## src/rtl/des_pkg.sv

```systemverilog
// Shared DES constants: permutation tables, key-schedule shift counts and
// the key-schedule state type. Also used by the expansion/IP/P stages.
package des_pkg;

  localparam int NUM_ROUNDS = 16;
  localparam int HALF_W     = 28;
  localparam int CD_W       = 2 * HALF_W;
  localparam int KEY_W      = 64;
  localparam int SUBKEY_W   = 48;

  typedef enum logic {IDLE, RUN} state_t;

  // Entries are 1-based DES bit numbers; output bit 1 is the first entry.
  localparam int PC1_TABLE [CD_W] = '{
    57, 49, 41, 33, 25, 17,  9,
     1, 58, 50, 42, 34, 26, 18,
    10,  2, 59, 51, 43, 35, 27,
    19, 11,  3, 60, 52, 44, 36,
    63, 55, 47, 39, 31, 23, 15,
     7, 62, 54, 46, 38, 30, 22,
    14,  6, 61, 53, 45, 37, 29,
    21, 13,  5, 28, 20, 12,  4
  };

  localparam int PC2_TABLE [SUBKEY_W] = '{
    14, 17, 11, 24,  1,  5,
     3, 28, 15,  6, 21, 10,
    23, 19, 12,  4, 26,  8,
    16,  7, 27, 20, 13,  2,
    41, 52, 31, 37, 47, 55,
    30, 40, 51, 45, 33, 48,
    44, 49, 39, 56, 34, 53,
    46, 42, 50, 36, 29, 32
  };

  localparam int SHIFT_TABLE [NUM_ROUNDS] = '{
    1, 1, 2, 2, 2, 2, 2, 2, 1, 2, 2, 2, 2, 2, 2, 1
  };

  // DES bit n of a 64-bit key lives at key[64-n]; parity bits fall out here.
  function automatic logic [CD_W-1:0] pc1(input logic [KEY_W-1:0] key);
    logic [CD_W-1:0] res;
    res = '0;
    for (int i = 0; i < CD_W; i++) begin
      res[CD_W-1-i] = key[KEY_W-PC1_TABLE[i]];
    end
    return res;
  endfunction

  function automatic logic [HALF_W-1:0] rot28(input logic [HALF_W-1:0] x,
                                              input int amt, input logic left);
    logic [HALF_W-1:0] res;
    if (left) begin
      res = (amt == 2) ? {x[HALF_W-3:0], x[HALF_W-1:HALF_W-2]}
                       : {x[HALF_W-2:0], x[HALF_W-1]};
    end else begin
      res = (amt == 2) ? {x[1:0], x[HALF_W-1:2]}
                       : {x[0], x[HALF_W-1:1]};
    end
    return res;
  endfunction

  function automatic logic [CD_W-1:0] rotate_cd(input logic [CD_W-1:0] cd,
                                                input int amt, input logic left);
    return {rot28(cd[CD_W-1:HALF_W], amt, left), rot28(cd[HALF_W-1:0], amt, left)};
  endfunction

endpackage

```

## src/rtl/des_pc2.sv

```systemverilog
// PC-2 compression: pure bit selection from the 56-bit C||D register to a
// 48-bit round subkey (DES bit 1 is the MSB on both sides).
module des_pc2
  import des_pkg::*;
(
  input  logic [55:0] cd,
  output logic [47:0] subkey
);

  generate
    for (genvar gi = 0; gi < SUBKEY_W; gi++) begin : g_pc2
      assign subkey[SUBKEY_W-1-gi] = cd[CD_W-PC2_TABLE[gi]];
    end
  endgenerate

endmodule

```

## src/rtl/des_key_schedule.sv

```systemverilog
// Sequential DES key schedule: accepts a key, then streams the 16 subkeys
// (forward for encrypt, reversed for decrypt) one per consumer handshake.
module des_key_schedule
  import des_pkg::*;
#(
  parameter int NUM_ROUNDS = 16,
  parameter int SUBKEY_W   = 48
) (
  input  logic        clk,
  input  logic        rst,
  input  logic [63:0] key_in,
  input  logic        decrypt,
  input  logic        key_valid,
  output logic        key_ready,
  output logic [47:0] subkey,
  output logic [3:0]  round_idx,
  output logic        subkey_valid,
  input  logic        subkey_ready,
  output logic        busy
);

  generate
    if (NUM_ROUNDS != des_pkg::NUM_ROUNDS || SUBKEY_W != des_pkg::SUBKEY_W) begin : g_bad_param
      $error("des_key_schedule: NUM_ROUNDS must be 16 and SUBKEY_W must be 48");
    end
  endgenerate

  state_t      state_reg;
  logic [55:0] cd_reg;
  logic [3:0]  round_idx_reg;
  logic        dir_reg;

  always_ff @(posedge clk) begin
    if (rst) begin
      state_reg     <= IDLE;
      cd_reg        <= '0;
      round_idx_reg <= '0;
      dir_reg       <= 1'b0;
    end else begin
      case (state_reg)
        IDLE: begin
          if (key_valid) begin
            dir_reg       <= decrypt;
            // Decrypt starts from the unrotated PC-1: total rotation is 28,
            // so that already equals the last encrypt round's C||D.
            cd_reg        <= decrypt ? pc1(key_in)
                                     : rotate_cd(pc1(key_in), SHIFT_TABLE[0], 1'b1);
            round_idx_reg <= '0;
            state_reg     <= RUN;
          end
        end
        RUN: begin
          if (subkey_ready) begin
            if (round_idx_reg == 4'd15) begin
              round_idx_reg <= '0;
              state_reg     <= IDLE;
            end else begin
              round_idx_reg <= round_idx_reg + 4'd1;
              cd_reg <= dir_reg
                ? rotate_cd(cd_reg, SHIFT_TABLE[4'd15 - round_idx_reg], 1'b0)
                : rotate_cd(cd_reg, SHIFT_TABLE[round_idx_reg + 4'd1], 1'b1);
            end
          end
        end
        default: state_reg <= IDLE;
      endcase
    end
  end

  des_pc2 u_pc2 (
    .cd     (cd_reg),
    .subkey (subkey)
  );

  assign round_idx    = round_idx_reg;
  assign subkey_valid = (state_reg == RUN);
  assign busy         = (state_reg == RUN);
  assign key_ready    = (state_reg == IDLE) && !rst;

endmodule

```

## config.mk

```make
export PLATFORM = sky130hd
export DESIGN_NAME = des_key_schedule
export DESIGN_NICKNAME = d
export VERILOG_FILES = /design/src/rtl/des_pkg.sv /design/src/rtl/des_pc2.sv /design/src/rtl/des_key_schedule.sv
export SDC_FILE = /design/constraint.sdc
export NUM_CORES = 1
export LEC_CHECK = 0
export BUFFER_PORTS_ARGS = -buffer_cell sky130_fd_sc_hd__buf_2
export CAP_MARGIN = 10
export CELL_PAD_IN_SITES_DETAIL_PLACEMENT = 1
export CELL_PAD_IN_SITES_GLOBAL_PLACEMENT = 2
export CORE_MARGIN = 3
export CORE_UTILIZATION = 37
export CTS_CLUSTER_DIAMETER = 150
export DETAILED_ROUTE_END_ITERATION = 10
export PLACE_DENSITY_LB_ADDON = 0.1
export SYNTH_ARGS = -nofsm -noshare
export SYNTH_HDL_FRONTEND = slang
export SYNTH_SLANG_ARGS = --single-unit
```

## constraint.sdc

```tcl
create_clock -name clk -period 5.2 [get_ports clk]
set_input_delay 0.26 -clock clk [delete_from_list [all_inputs] [get_ports clk]]
set_output_delay 0.26 -clock clk [all_outputs]
set_load 0.03 [all_outputs]
```

==> impl_metrics.env <==
export IMPL_status="complete, no violations"
export IMPL_cts_tree="built"
export IMPL_synthFlopType="dfxtp_1"
export IMPL_slew_headroom_pct=30.16
export IMPL_syn_inst=765
export IMPL_wl_mm=22.95
export IMPL_grt_ovfl_total=0
export IMPL_syn_nets=840
export IMPL_yosysTopAreaCell="dfxtp_1"
export IMPL_grtUsageTotal_pct=23.25
export IMPL_post_cts_setup_buffers=0
export IMPL_synthSimpleGateAreaFrac_pct=21.70
export IMPL_hp_class="input port to register"
export IMPL_wl_per_cell_um=22.97
export IMPL_multi_input_area_um2=4527
export IMPL_highest_layer="met4"
export IMPL_yosysWarningCount=0
export IMPL_ys_seq_elements=62
export IMPL_p_per_area_nw_per_um2=258.4
export IMPL_synth_edf_count=0
export IMPL_dieArea_um2=19350
export IMPL_cp_max_fo=56
export IMPL_worstSkewPairLatency_ns=0.34
export IMPL_drt_iter0_drc=378
export IMPL_core_area_um2=17300
export IMPL_fin_crit_ns=3.088
export IMPL_period_share_pct=59.38
export IMPL_drive_gt1_share_pct=27.00
export IMPL_startpoint_type="register"
export IMPL_hold_violations=0
export IMPL_skew_ns=0.006562
export IMPL_clock_fmax_ghz=0.3239
export IMPL_rows=48
export IMPL_synth_top_cell_area_share_pct=18.93
export IMPL_antenna_left=0
export IMPL_synth_cell_type_count=39
export IMPL_arrival_ns=3.26
export IMPL_required_ns=5.37
export IMPL_grt_max_degree=59
export IMPL_dr_total_vias=6434
export IMPL_numCtsBuffers=9
export IMPL_setup_tns_ns=0
export IMPL_clk_pin_slew_ns=0.05
export IMPL_worst_pin_slew_ns=1.045
export IMPL_r2r_start="round_idx[0]"
export IMPL_clock_root_buffer="clkbuf_16"
export IMPL_largest_reg_flops=56
export IMPL_critical_path_startpoint="round_idx[0]"
export IMPL_pin_count=124
export IMPL_initial_core_util_pct=37.91
export IMPL_drtPass1Iterations=5
export IMPL_place_gp_congestion=0.7533
export IMPL_yosysSeqAreaShare_pct=18.93
export IMPL_antenna_found_initial=0
export IMPL_synth_avg_cell_area_um2=8.570
export IMPL_cts_resized=0
export IMPL_grt_pass1_wl_mm=37.19
export IMPL_synth_xor_area_share_pct=0
export IMPL_hpwl_mm=13.66
export IMPL_post_synth_top_count_cell="nand2_1"
export IMPL_maxCapViolCount=0
export IMPL_routed_via_density=6.440
export IMPL_final_max_slew_violation_count=0
export IMPL_area_delta_synth_final_pct=7.099
export IMPL_fp_dieW_um=139.1
export IMPL_post_route_util_pct=40.60
export IMPL_setup_ws_ns=2.112
export IMPL_finalNetCount=845
export IMPL_clock_sink_count=62
export IMPL_die_y_um=139.1
export IMPL_wl_met2_mm=11.11
export IMPL_muxShareOfSynthArea_pct=18.65
export IMPL_end_kind="register"
export IMPL_ir_worst_vdd_v=0.0001649
export IMPL_setup_viol=0
export IMPL_pre_cts_ws_ns=2.084
export IMPL_drc=0
export IMPL_grt_pass1_vias=6803
export IMPL_clock_tree_buffer_depth=2
export IMPL_synth_area_um2=6556
export IMPL_hp_start="key_valid"
export IMPL_final_seq_area_um2=1242
export IMPL_async_reset_ff_share_pct=0
export IMPL_n_antenna_cell=0
export IMPL_critPathKind="register to register"
export IMPL_synth_area_top_cells="dfxtp_1 19%, mux2i_1 8.9%, a32o_1 8.5%"
export IMPL_grt_setup_unrepaired="false"
export IMPL_synth_commonest_cells="63 x nand2_1, 62 x dfxtp_1, 59 x nand4_1, 58 x mux2i_1, 58 x nand3_1"
export IMPL_port_buffers=115
export IMPL_fillers=2075
export IMPL_leakage_nw=2.886
export IMPL_synth_adder_area_share_pct=1.145
export IMPL_drt_met1_wl_mm=10.45
export IMPL_met3_length_mm=1.022
export IMPL_cts_htree_levels=3
export IMPL_post_cts_hold_buffer_count=0
export IMPL_synth_compound_area_share_pct=26.81
export IMPL_synth_top_family_by_area="compound AO/OA/AOI/OAI gates"
## layout make-up
type | instances | share of cell area [%]
Clock buffer | 15 | 4.098
Inverter | 4 | 0.2138
Multi-Input combinational cell | 566 | 64.47
Sequential cell | 62 | 17.69
Tap cell | 225 | 4.009
Timing Repair Buffer | 127 | 9.515
## cells by family (layout without fill, tap and decap cells)
logic type / count (synthesis) / after routing
AOI/OAI and AO/OA: 179 / 179
adders and majority gates: 6 / 6
buffers and inverters: 137 / 146
DFF: 62 / 62
muxes: 115 / 115
and+or+nand+nor: 266 / 266
## through the flow
| stage | area, µm² | hold slack, ns | instances | power [mW] |
|---|---|---|---|---|
| 6_report | 7022 | 0.2239 | 999 | 1.815 |
| 5_1_grt | 7022 | 0.2281 | 999 | 1.912 |
| 3_5_place_dp | 6734 | 0.5396 | 984 | 1.216 |
| 2_1_floorplan | 6556 | 0.4286 | 765 | 1.086 |
| 4_1_cts | 7022 | 0.2192 | 999 | 1.833 |
| 3_3_place_gp | 6734 | 0.5257 | 984 | 1.198 |
## placed cells by master, fill, tap and decap left out, types with 6 or more instances in the layout
cell type / count
mux2_1: 40
nand3_1: 58
o211ai_2: 40
and2_1: 56
buf_4: 13
nand4_1: 59
a41oi_1: 56
a32o_1: 56
buf_2: 114
clkbuf_16: 9
o211ai_1: 16
dfxtp_1: 61
nand2_1: 63
ha_1: 6
mux2i_1: 58
nor2_1: 10
mux2_2: 17
## worst paths after layout
| path | to | slack (ns) | depth (start not counted) |
|---|---|---|---|
| setup / recovery | cd_reg[47] | 2.11 | 8 |
| hold / removal | busy | 0.22 | 3 |
| setup reg to reg | cd_reg[47] | 2.11 | 8 |
| hold reg to reg | cd_reg[3] | 0.55 | 2 |
## routing by layer
layer | GRT usage [%] | vias up
li1 | - | 2983
met1 | 30.14 | 3269
met2 | 40.12 | 161
met3 | 3.345 | 21
met4 | 6.900 | 0
met5 | 0 | -
## worst max-delay path, stage by stage, from the launching register on
cell and delay, ns:
dfxtp_1 0.48, inv_1 0.15, ha_1 0.26, nor4b_1 0.48, or4_1 0.19, o221a_2 0.18, nor3b_4 0.16, buf_4 0.76
o211ai_1 0.22
## power breakdown
| part | switching (mW) | internal (mW) |
|---|---|---|
| clock network | 0.236 | 0.373 |
| logic | 0.360 | 0.217 |
| registers | 0.0967 | 0.531 |
Note: power is estimated with default switching activity, not from simulation.
